===== config.mk =====
export PLATFORM = sky130hd
export DESIGN_NAME = boot_sequencer
export DESIGN_NICKNAME = d
export VERILOG_FILES = /design/src/rtl/boot_sequencer.sv
export SDC_FILE = /design/constraint.sdc
export NUM_CORES = 1
export LEC_CHECK = 0
export BUFFER_PORTS_ARGS = -buffer_cell sky130_fd_sc_hd__buf_4
export CAP_MARGIN = 20
export CORE_MARGIN = 2
export CORE_UTILIZATION = 28
export DETAILED_ROUTE_END_ITERATION = 10
export PLACE_DENSITY = 0.48
export SYNTH_ARGS = -nofsm -noshare
export SYNTH_HDL_FRONTEND = slang
export SYNTH_SLANG_ARGS = --single-unit

===== constraint.sdc =====
create_clock -name clk -period 3.2 [get_ports clk]
set_input_delay 0.16 -clock clk [delete_from_list [all_inputs] [get_ports clk]]
set_output_delay 0.16 -clock clk [all_outputs]
set_load 0.02 [all_outputs]

===== src/rtl/boot_sequencer.sv =====
// Boot loader sequencer: receives a length-prefixed byte image, writes 16-bit words into
// code RAM, verifies an 8-bit additive checksum and then releases the core from reset.
module boot_sequencer #(
  parameter int unsigned MAX_WORDS = 8192,
  parameter int unsigned ADDR_W    = 13
) (
  input  logic              clk,
  input  logic              reset,
  input  logic              reload,
  input  logic              rx_valid,
  input  logic [7:0]        rx_data,
  output logic              rx_ready,
  output logic              ram_we,
  output logic [ADDR_W-1:0] ram_addr,
  output logic [15:0]       ram_wdata,
  output logic              cpu_reset,
  output logic              done,
  output logic              error
);

  localparam logic [2:0] StLenLo  = 3'd0;
  localparam logic [2:0] StLenHi  = 3'd1;
  localparam logic [2:0] StDataLo = 3'd2;
  localparam logic [2:0] StDataHi = 3'd3;
  localparam logic [2:0] StCsum   = 3'd4;
  localparam logic [2:0] StRun    = 3'd5;
  localparam logic [2:0] StError  = 3'd6;

  logic [2:0]        state_q, state_d;
  logic [15:0]       len_q, len_d;
  logic [16:0]       idx_q, idx_d;
  logic [7:0]        lsb_q, lsb_d;
  logic [7:0]        csum_q, csum_d;
  logic              we_d;
  logic [ADDR_W-1:0] addr_d;
  logic [15:0]       wdata_d;
  logic [31:0]       len_full;
  logic              accept;

  assign accept   = rx_valid & rx_ready;
  assign len_full = {16'h0000, rx_data, len_q[7:0]};

  always_comb begin
    state_d = state_q;
    len_d   = len_q;
    idx_d   = idx_q;
    lsb_d   = lsb_q;
    csum_d  = csum_q;
    we_d    = 1'b0;
    addr_d  = ram_addr;
    wdata_d = ram_wdata;
    if (reload) begin
      // A byte accepted alongside reload is dropped, and so is its write.
      state_d = StLenLo;
      len_d   = 16'h0000;
      idx_d   = 17'd0;
      lsb_d   = 8'h00;
      csum_d  = 8'h00;
    end else if (accept) begin
      case (state_q)
        StLenLo: begin
          len_d   = {8'h00, rx_data};
          state_d = StLenHi;
        end
        StLenHi: begin
          len_d   = len_full[15:0];
          idx_d   = 17'd0;
          state_d = (len_full == 32'd0 || len_full > MAX_WORDS) ? StError : StDataLo;
        end
        StDataLo: begin
          lsb_d   = rx_data;
          csum_d  = csum_q + rx_data;
          state_d = StDataHi;
        end
        StDataHi: begin
          csum_d  = csum_q + rx_data;
          we_d    = 1'b1;
          addr_d  = idx_q[ADDR_W-1:0];
          wdata_d = {rx_data, lsb_q};
          idx_d   = idx_q + 17'd1;
          state_d = (idx_d == {1'b0, len_q}) ? StCsum : StDataLo;
        end
        StCsum: state_d = (rx_data == csum_q) ? StRun : StError;
        default: ;
      endcase
    end
  end

  always_ff @(posedge clk) begin
    if (reset) begin
      state_q   <= StLenLo;
      len_q     <= 16'h0000;
      idx_q     <= 17'd0;
      lsb_q     <= 8'h00;
      csum_q    <= 8'h00;
      rx_ready  <= 1'b1;
      ram_we    <= 1'b0;
      ram_addr  <= '0;
      ram_wdata <= 16'h0000;
      cpu_reset <= 1'b1;
      done      <= 1'b0;
      error     <= 1'b0;
    end else begin
      state_q   <= state_d;
      len_q     <= len_d;
      idx_q     <= idx_d;
      lsb_q     <= lsb_d;
      csum_q    <= csum_d;
      // Outputs are registered from the next state so they line up with state_q.
      rx_ready  <= (state_d != StRun) && (state_d != StError);
      ram_we    <= we_d;
      ram_addr  <= addr_d;
      ram_wdata <= wdata_d;
      cpu_reset <= (state_d != StRun);
      done      <= (state_d == StRun);
      error     <= (state_d == StError);
    end
  end

endmodule


## After elaboration in Yosys (flattened, before gate mapping)

Index checks and enable logic that the tools add are counted.

| word-level totals | value |
|---|---|
| register bits | 86 |
| bits of input ports | 12 |
| output and inout bits | 34 |
| word-level logic and storage cells | 54 |

| cells by class | value |
|---|---|
| $add $sub $neg | 2 |
| $lt $le $gt $ge | 1 |
| eq/ne operators | 10 |
| muxes and demuxes | 9 |
| bitwise operators | 4 |
| reductions and logical operators | 15 |

Operator list:

| cell | number |
|---|---|
| 17-bit one-hot mux with 2 select lines | 1 |
| 32-bit logical NOT | 1 |
| 16-bit one-hot mux with 2 select lines | 1 |
| 17-bit by 1-bit adder with 17-bit output, second input constant | 1 |
| 17-bit by 16-bit equality test with 1-bit output | 1 |
| 16-bit by 14-bit > comparator with 1-bit output, second input constant | 1 |
| 3-bit one-hot mux with 5 select lines | 1 |
| 3-bit 2-to-1 mux | 4 |
| 3-bit equality test, second input constant | 3 |
| 8-bit adder | 1 |
| 8-bit equality test | 1 |
| 2-bit AND reduction | 4 |
| 3-bit by 2-bit equality test with 1-bit output, second input constant | 2 |
| 3-bit inequality test, second input constant | 2 |
| 3-bit AND reduction | 2 |
| 2-bit nonzero test | 2 |
| 2-bit OR reduction | 2 |
| 3-bit by 1-bit equality test with 1-bit output, second input constant | 1 |
| 3-bit logical NOT | 1 |
| 1-bit inverter | 3 |
| 3-bit OR reduction | 1 |
| 2-bit 2-to-1 mux | 1 |
| 1-bit AND | 1 |
| 1-bit logical AND | 1 |
| other kinds (2) | 2 |

## Longest topological paths before layout

| depth | value |
|---|---|
| depth after elaboration | 8 |
| mapped depth | 10 |
| gate-level depth less buffers | 10 |

## Least setup slack after synthesis

OpenSTA, ideal clock, no wires.

| path | value |
|---|---|
| path kind | flip-flop to flip-flop |
| start point | register idx_q[0] |
| end point | register state_q[1] |
| arrival | 2.066 ns |
| path slack | 1.002 ns |
| stages on the path, launching flop included | 9 |
| buffers on the path | 0 |
| clock period less this slack | 2.198 ns |
| cells stage by stage | dfxtp_1 > ha_1 > and3_1 > nand3_1 > xnor2_1 > a2111oi_0 > nand3b_1 > a2111oi_2 > nor3_1 |

| on the way | value |
|---|---|
| cells in the longest elaborated chain, start to end | 6 |

Ends and longest elaborated chain:

| element | line | text |
|---|---|---|
| start, declared | 31 | `logic [16:0] idx_q, idx_d;` |
| start signal, assigned | 106 | `idx_q <= idx_d;` |
| 17-bit by 1-bit adder with 17-bit output | 80 | `idx_d = idx_q + 17'd1;` |
| 17-bit by 16-bit equality test with 1-bit output | 81 | `state_d = (idx_d == {1'b0, len_q}) ? StCsum : StDataLo;` |
| 3-bit 2-to-1 mux | 81 |  |
| 3-bit one-hot mux with 5 select lines | 60 | `case (state_q)` |
| 3-bit 2-to-1 mux | 59 | `end else if (accept) begin` |
| 3-bit 2-to-1 mux | 52 | `if (reload) begin` |
| end signal, assigned | 91 | `state_q <= StLenLo;` |
| end signal, assigned | 104 | `state_q <= state_d;` |
| end, declared | 29 | `logic [2:0] state_q, state_d;` |

No other way between the ends.
A chain may end at the register's enable or synchronous reset.

## Worst setup path after layout

Same ends and word-level chain as after synthesis.

==> impl_metrics.csv <==
group,metric,value,unit
final_layout,layout-drive-gt1-share,15.3,%
critical_path,start_kind,"register",
synth,ys.flop_type,"dfxtp_1",
synth,yosys-top-cells-area,"dfxtp_1, nand2_1, a21oi_1, o21ai_0, nor2_1",
detailed_routing,antenna_left,0,
sta,finalHoldViolations,0,
final_layout,area_growth,15.8,%
global_routing,use_met3,4.36,%
sta,rsz0062_at_grt,"no",
critical_path,crit_family,"compound AO/OA/AOI/OAI gates",
clock_tree,clk_pin_slew,0.07,ns
job,cap_violations,0,
sta,setup_tns,0,ns
synth,synth_edf_count,0,
sta,worst_pin_slew,0.605,ns
synth,synth_seq_area_share,40.4,%
detailed_routing,vias_per_cell,5.00,
synth,postSynth.asyncResetShare,0,%
clock_tree,clockBufferDepth,2,
final_layout,final_util,32.8,%
synth,yosysMostFrequentCell,"nand2_1",
sta,min_period,2.64,ns
final_layout,n_antenna_cell,0,
global_routing,top_usage_layer,"met2",
detailed_routing,drcViolationCount,0,
detailed_routing,wirelength,11400,microns
floorplan,ios,46,
clock_tree,post_cts_buffers,0,
clock_tree,holdBufCountCts,0,
critical_path,path_cells,"ha_1, and3_1, nand3_1, xnor2_1, a2111oi_0, buf_4, nand3b_1, a2111oi_2, nor3_1",
synth,yosys-top-cells-count,"nand2_1, dfxtp_1, a21oi_1",
synth,syn_nets,550,
sta,fin_skew,0.00853,ns
floorplan,start_util,28.3,%
floorplan,die_w,127,microns
sta,fin_crit_sh,82.3,%
sta,fmax,0.379,GHz
placed_design,io_buffers,45,
hold_path,hold_class,"in -> reg",
pwr,ir_drop,0.234,mV
floorplan,dieArea,16200,sq um
synth,netlist.area_leader.share,40.4,%
critical_path,required,3.42,ns
global_routing,overflow,0,
global_routing,grt_first_pass_wirelength,18600,microns
critical_path,cp_max_fo,7,
floorplan,num_rows,45,
clock_tree,clkSinkCount,86,
clock_tree,clock_latency,0.35,ns
global_routing,antenna_found_initial,0,
pwr,pwr_density_cell,450,nW/um^2
sta,relSlewSlack,59.5,%
clock_tree,htree_num_levels,3,
placed_design,gp_congestion,0.832,
critical_path,arrival,2.85,ns
detailed_routing,num_vias,3745,
global_routing,grt_use_met2,23.2,%
sta,finalMaxSlewViolations,0,
detailed_routing,drt_iter0_markers,208,
critical_path,crit_type,"reg -> reg",
synth,avgSynthCellArea,8.06,sq um
floorplan,core_region_area,15000,sq um
floorplan,die_height,127,microns
clock_tree,cts_tree,"done",
synth,yosys_register_bits,86,
detailed_routing,drt-pass1-iter-count,4,
detailed_routing,wl_per_cell,15.3,microns
outcome,status,"finished, final reports clean",
critical_path,crit_path_end_kind,"register",
synth,synthDistinctLibCells,64,
critical_path,cp_num_buf_inv,1,
pwr,p_leak,1.79,nW
placed_design,dp_hpwl,8110,microns
synth,yosys.area.top_type,"dfxtp_1",
final_layout,fin_nets,577,
global_routing,met1_usage,19.6,%
clock_tree,post_cts_resized,0,
critical_path,slowest_delay,0.46,ns
clock_tree,clockRootBuffer,"clkbuf_16",
sta,setup_violations,0,
global_routing,gr-usage-all-layers,14.5,%
critical_path,crit_path_top_delay_cell,"dfxtp_1",
synth,yosysWarnings,0,
synth,syn_area,4260,sq um
clock_tree,cts-buffers-inserted,9,
synth,syn-instance-count,529,
global_routing,grt_max_degree,43,
global_routing,grt_pass1_vias,3540,
power breakdown:
| group | internal [W] | switching, W |
|---|---|---|
| sequential | 0.00108 | 0.00000639 |
| combinational | 0.0000373 | 0.0000795 |
| clock | 0.000557 | 0.000465 |
| total | 0.00167 | 0.000551 |
registers in the layout (all words and copies together), names as in the netlist:
register	count
lsb_q	8
rx_ready	1
csum_q	8
state_q	3
len_q	16
ram_wdata	16
ram_we	1
cpu_reset	1
idx_q	17
error	1
ram_addr	13
done	1
placed cells by master, fill, tap and decap left out, types with 8 or more instances in the layout:
| cell | n |
|---|---|
| ha_1 | 8 |
| nor3_1 | 12 |
| nand2_1 | 111 |
| xnor2_1 | 13 |
| nor2_1 | 33 |
| o21ai_0 | 33 |
| nand3_1 | 18 |
| a21oi_1 | 72 |
| xor2_1 | 11 |
| buf_4 | 53 |
| dfxtp_1 | 86 |
| clkbuf_16 | 9 |
| inv_1 | 8 |
area by class of cell:
cell class	count	area (sq um)
fill	1577	10100
multi-input combinational	397	2260
sequential	86	1720
timing repair buffer	53	398
clock buffer	11	243
tap	188	235
clock inverter	5	42.5
inverter	9	33.8
metal layers:
metal  wire length, microns  share of wire [%]
met5                      0                  0
met4                     79               0.69
met3                    713                6.2
met2                   5280                 46
met1                   5370                 47
worst register-to-register path, cell delays in order (launching register included):
cell and delay (ns):
dfxtp_1 0.46, ha_1 0.31, and3_1 0.23, nand3_1 0.17
xnor2_1 0.18, a2111oi_0 0.43, buf_4 0.21, nand3b_1 0.09
a2111oi_2 0.35, nor3_1 0.08
stage by stage:
step                cell area, sq um  setup slack (ns)  total power, W  std cells  hold slack (ns)
finish                          4930             0.565         0.00222        749            0.111
global route                    4930             0.328         0.00233        749           0.0945
CTS                             4930             0.514         0.00226        749           0.0955
detailed placement              4650             0.547         0.00122        733            0.448
global placement                4650             0.567         0.00122        733            0.444
floorplan                       4260              1.00         0.00118        529            0.296
path summary, 6_finish.rpt:
kind,start,to,slack [ns],depth (start not counted)
worst min register to register,ram_addr[3]$_SDFFE_PP0P_,ram_addr[3]$_SDFFE_PP0P_,0.45,2
worst max register to register,idx_q[0]$_SDFFE_PP0P_,state_q[1]$_SDFF_PP0_,0.56,9
worst min-delay path,rx_data[1],lsb_q[1]$_SDFFE_PP0P_,0.11,3
worst max-delay path,idx_q[0]$_SDFFE_PP0P_,state_q[1]$_SDFF_PP0_,0.56,9
kinds of logic (layout without fill, tap and decap cells):
logic type | Yosys count | after routing | share of synthesized area [%]
AOI/OAI and AO/OA | 142 | 142 | 19.2
xor gates and xnor gates | 25 | 25 | 5.58
buffers and inverters | 46 | 78 | 6.55
DFF | 86 | 86 | 40.4
and+or+nand+nor | 219 | 219 | 25.0
adders and majority gates | 9 | 9 | 2.82
muxes | 2 | 2 | 0.470
Note: power is estimated with default switching activity, not from simulation.
